**config.mk**
```make
export PLATFORM = sky130hd
export DESIGN_NAME = hazard_unit
export DESIGN_NICKNAME = d
export VERILOG_FILES = /design/src/rtl/hazard_unit.sv
export SDC_FILE = /design/constraint.sdc
export NUM_CORES = 1
export LEC_CHECK = 0
export BUFFER_PORTS_ARGS = -buffer_cell sky130_fd_sc_hd__buf_2
export CORE_ASPECT_RATIO = 0.9
export CORE_MARGIN = 4
export CORE_UTILIZATION = 34
export CTS_BUF_LIST = sky130_fd_sc_hd__clkbuf_4 sky130_fd_sc_hd__clkbuf_8 sky130_fd_sc_hd__clkbuf_16
export DETAILED_ROUTE_END_ITERATION = 16
export MAX_ROUTING_LAYER = met4
export PLACE_DENSITY = 0.89
export SYNTH_ARGS = -nofsm -noshare
export SYNTH_HDL_FRONTEND = slang
export SYNTH_SLANG_ARGS = --single-unit
```
**constraint.sdc**
```tcl
create_clock -name clk -period 1.45 [get_ports clk]
set_input_delay 0.0725 -clock clk [delete_from_list [all_inputs] [get_ports clk]]
set_output_delay 0.0725 -clock clk [all_outputs]
set_load 0.01 [all_outputs]
```
**src/rtl/hazard_unit.sv**
```systemverilog
// hazard_unit: RV32 5-stage forwarding, load-use/branch stall-flush and memory-wait hold.
// Optional perf counters enabled by defining HAZARD_PERF_CNT_EN.
module hazard_unit #(
  parameter int MEM_TIMEOUT = 15,
  parameter int CNT_W       = 32
) (
  input  logic             clk,
  input  logic             reset,
  input  logic [4:0]       Rs1D,
  input  logic [4:0]       Rs2D,
  input  logic [4:0]       Rs1E,
  input  logic [4:0]       Rs2E,
  input  logic [4:0]       RdE,
  input  logic [4:0]       RdM,
  input  logic [4:0]       RdW,
  input  logic [1:0]       ResultSrcE,
  input  logic             RegWriteM,
  input  logic             RegWriteW,
  input  logic             PCSrcE,
  input  logic             MemAccessM,
  input  logic             MemReadyM,
  output logic             StallF,
  output logic             StallD,
  output logic             StallE,
  output logic             StallM,
  output logic             FlushD,
  output logic             FlushE,
  output logic             FlushW,
  output logic [1:0]       ForwardAE,
  output logic [1:0]       ForwardBE,
  output logic             mem_timeout,
  output logic [CNT_W-1:0] stall_cycles,
  output logic [CNT_W-1:0] flush_cycles
);
  localparam int WW = $clog2(MEM_TIMEOUT + 1);
  typedef enum logic {IDLE, MEM_WAIT} state_t;
  state_t        r_state, w_state_nxt;
  logic [WW-1:0] r_wcnt, w_wcnt_nxt;
  logic          r_mem_timeout, w_lw_stall, w_mem_wait, w_hold;

  assign ForwardAE = (RegWriteM && RdM != 5'd0 && RdM == Rs1E) ? 2'b10 :
                     (RegWriteW && RdW != 5'd0 && RdW == Rs1E) ? 2'b01 : 2'b00;
  assign ForwardBE = (RegWriteM && RdM != 5'd0 && RdM == Rs2E) ? 2'b10 :
                     (RegWriteW && RdW != 5'd0 && RdW == Rs2E) ? 2'b01 : 2'b00;
  assign w_lw_stall = (ResultSrcE == 2'b01) && RdE != 5'd0 && (RdE == Rs1D || RdE == Rs2D);
  assign w_mem_wait = MemAccessM & ~MemReadyM;

  always_comb begin
    w_state_nxt = r_state;
    w_wcnt_nxt  = r_wcnt;
    w_hold      = 1'b0;
    if (r_state == IDLE) begin
      w_hold = w_mem_wait;
      if (w_mem_wait) begin
        w_state_nxt = MEM_WAIT;
        w_wcnt_nxt  = WW'(1);
      end
    end else begin
      w_hold = ~MemReadyM;
      if (MemReadyM) begin
        w_state_nxt = IDLE;
        w_wcnt_nxt  = '0;
      end else if (r_wcnt != WW'(MEM_TIMEOUT)) begin
        w_wcnt_nxt = r_wcnt + WW'(1);
      end
    end
  end

  always_ff @(posedge clk) begin
    if (reset) begin
      r_state       <= IDLE;
      r_wcnt        <= '0;
      r_mem_timeout <= 1'b0;
    end else begin
      r_state       <= w_state_nxt;
      r_wcnt        <= w_wcnt_nxt;
      r_mem_timeout <= r_mem_timeout | (w_wcnt_nxt == WW'(MEM_TIMEOUT));
    end
  end

  // A held pipe defers load-use and branch decisions to the release cycle.
  assign StallF      = ~reset & (w_hold | w_lw_stall);
  assign StallD      = ~reset & (w_hold | w_lw_stall);
  assign StallE      = ~reset & w_hold;
  assign StallM      = ~reset & w_hold;
  assign FlushW      = ~reset & w_hold;
  assign FlushD      = ~reset & ~w_hold & PCSrcE;
  assign FlushE      = ~reset & ~w_hold & (w_lw_stall | PCSrcE);
  assign mem_timeout = r_mem_timeout;

`ifdef HAZARD_PERF_CNT_EN
  logic [CNT_W-1:0] r_stall_cnt, r_flush_cnt;
  always_ff @(posedge clk) begin
    if (reset) begin
      r_stall_cnt <= '0;
      r_flush_cnt <= '0;
    end else begin
      if (StallF && !(&r_stall_cnt)) r_stall_cnt <= r_stall_cnt + CNT_W'(1);
      if (FlushD && !(&r_flush_cnt)) r_flush_cnt <= r_flush_cnt + CNT_W'(1);
    end
  end
  assign stall_cycles = r_stall_cnt;
  assign flush_cycles = r_flush_cnt;
`else
  assign stall_cycles = '0;
  assign flush_cycles = '0;
`endif
endmodule

```
==> results by group <==
Synth
  • Proportion of synthesized area in mux cells: 1.685%
  • Largest family of logic cells by synthesized area: buffers and inverters
  • Register area share after synthesis: 9.514%
  • Synthesis Warnings: 0
  • FF+latch count, synth: 6
  • Post-Synthesis Cells: 162
  • Synth cell types: 36
  • XOR/XNOR Fraction of Synth Area: 20.81%
  • Most used DFF post-synth: dfxtp_1
  • Cell Area, Synth: 1262 µm²
  • Asr flop ratio synth: 0%
  • EDFF count, synth: 0
  • Area share of and/or/nand/nor cells after synthesis: 15.26%
  • Synth Area in Compound Gates: 10.41%
  • Synth Area in Adders: 0.9911%
  • Mean Syn Cell Area: 7.793 µm²

Clocking
  • Worst-path clk slew: 0.04 ns
  • Max Root-Sink Buffers: 2
  • H-tree levels: 1
  • CTS Hold Bufs: 0
  • CTS Sinks: 6
  • CTS tree: yes
  • Clk_lat worst skew: 0.22 ns
  • CTS Buf Count: 3
  • CTS Root Cell: clkbuf_8

Global route
  • Largest net degree at the start of global routing: 11
  • Vias in the first global route: 1008
  • First-pass GRT wire length: 4.126 mm
  • Gr usage total: 10.84%
  • Initial antenna violation count: 0
  • Total grt overflow: 0

Placed design
  • GPL Wtd Cong: 0.9282
  • Number of port buffers: 55
  • Pre-CTS WS: -0.02082 ns
  • HPWL after DPL: 2.485 mm

Route
  • Final WL: 2.911 mm
  • Initial drt markers: 9
  • Total number of vias: 1110
  • 1st-pass router iterations: 2
  • DR DRC count: 0
  • Avg WL per Cell: 10.82 µm
  • Vias/cell: 4.126
  • Detail Route Antenna Nets: 0

Floorplanning
  • Full die area: 4753 µm²
  • Initial Util: 36.29%
  • # rows: 20
  • Top-Level Pins: 120
  • Total core area: 3478 µm²
  • Vert. Die Dim: 65.81 µm
  • Chip Width: 72.23 µm

Pwr
  • Pwr Total: 774.8 µW
  • Leak: 0.8116 nW
  • Peak VDD IR: 0.0004683 V
  • Pwr per Cell Area: 513.9 nW/µm²

STA
  • RSZ-0062 raised after global routing: yes
  • Setup TNS: 0 ns
  • Slew Limit Fails: 0
  • Hold WS: 0.1312 ns
  • Final Hold Vio Count: 0
  • Post-layout min period: 1.416 ns
  • Final worst-path cycle share: 97.66%
  • Clock skew: 0.0002172 ns
  • Max Clk Rate: 706.2 MHz
  • Final setup violation count: 0
  • Post-route setup slack: 0.03394 ns

Final layout
  • Antenna Diode Count: 0
  • Layout area overhead: 19.43%
  • Final Net Count: 272
  • # fillers: 335
  • Layout cells sized above 1: 38.22%

Worst setup path
  • WS Path Type: flop to primary output
  • Crit end category: primary output
  • CP required: 1.38 ns
  • Worst setup SP type: flop
  • CP max FO: 5
  • Worst Path Arrival: 1.34 ns

Hold path
  • Hold WC Path Type: primary input to flop

Job
  • Max Cap Violations: 0

Outcome
  • Status: finished clean
==> synthesized netlist by cell type, types with 2 or more instances <==
cell type	number	area, µm²
buf_4	67	503.0
xor2_1	24	210.2
nor2_1	8	30.03
dfxtp_1	6	120.1
xnor2_1	6	52.55
nand3_1	5	25.02
nand2_1	4	15.01
a21oi_1	3	15.01
inv_1	3	11.26
nor3_1	3	15.01
o21ai_0	3	15.01
or4_1	3	22.52
a22oi_1	2	15.01
nor4_1	2	12.51
nor4_2	2	25.02
==> registers in the layout (all words and copies together) (netlist names) <==
signal,flops
mem_timeout,1
r_state,1
r_wcnt,4
==> layout make-up <==
type	count	area, µm²	area share (%)
timing repair buffer	65	367.9	24.40
inverter	3	11.26	0.7469
multi-input combinational	148	908.4	60.25
clock buffer	3	41.29	2.739
sequential	6	123.9	8.216
tap	44	55.05	3.651
==> cell usage in the layout, fill, tap and decap left out, drive strengths merged <==
master  instances
xnor2           6
inv             3
clkbuf          3
o22a            1
o21bai          1
a31o            1
nand2           4
nor3            3
dfxtp           6
mux2            1
nand2b          1
mux2i           1
nor2b           1
o21ai           5
nor3b           1
a22oi           2
a21o            1
a41oi           1
a211o           1
o41ai           1
o22ai           1
nor4            4
a21oi           3
xor2           24
or4             4
conb           64
and2b           1
nand3           5
buf            65
ha              1
nor2            8
and3b           1
==> path summary, 6_finish.rpt <==
check             cells past startpoint         from  slack [ns]           to
hold reg to reg                       2  mem_timeout        0.46  mem_timeout
setup / recovery                      6      r_state        0.03       FlushE
hold / removal                        2        reset        0.13      r_state
setup reg to reg                      5    r_wcnt[1]        0.09  mem_timeout
==> repair_timing <==
action	CTS	global route
resized for setup	4	17
pin swaps	2	8
endpoints found under the setup margin	3	4
buffers inserted	0	3
==> per-layer routing <==
layer / wire length [µm] / GRT usage [%]
met1: 854 / 9.918
met3: 397 / 1.064
met4: 51 / 4.225
met2: 1608 / 22.50
met5: 0 / -
==> critical path, cell delays in order, from the launching register on <==
cell	delay (ns)
dfxtp_2	0.31
buf_6	0.11
o21ai_2	0.15
buf_6	0.13
and3b_1	0.18
o21bai_1	0.10
buf_2	0.14
==> power breakdown <==
group	switching [mW]	internal [mW]
logic	0.209	0.142
registers	0.00351	0.171
clock network	0.0715	0.178
total	0.284	0.491
==> cells by family after synthesis <==
group	count (synthesis)
muxes	2
xor gates and xnor gates	30
and+or+nand+nor	33
adders and majority gates	1
buffers and inverters	71
other	1
AOI/OAI and AO/OA	18
DFF	6
==> through the flow <==
step                      instances  util (%)  area (µm²)
after floorplan                 225         -        1499
after global placement          263     39.53        1375
after detailed placement        263     39.53        1375
after CTS                       266     40.97        1425
after global routing            269     43.35        1508
final                           269     43.35        1508
Power figures use the tool's default switching activity.
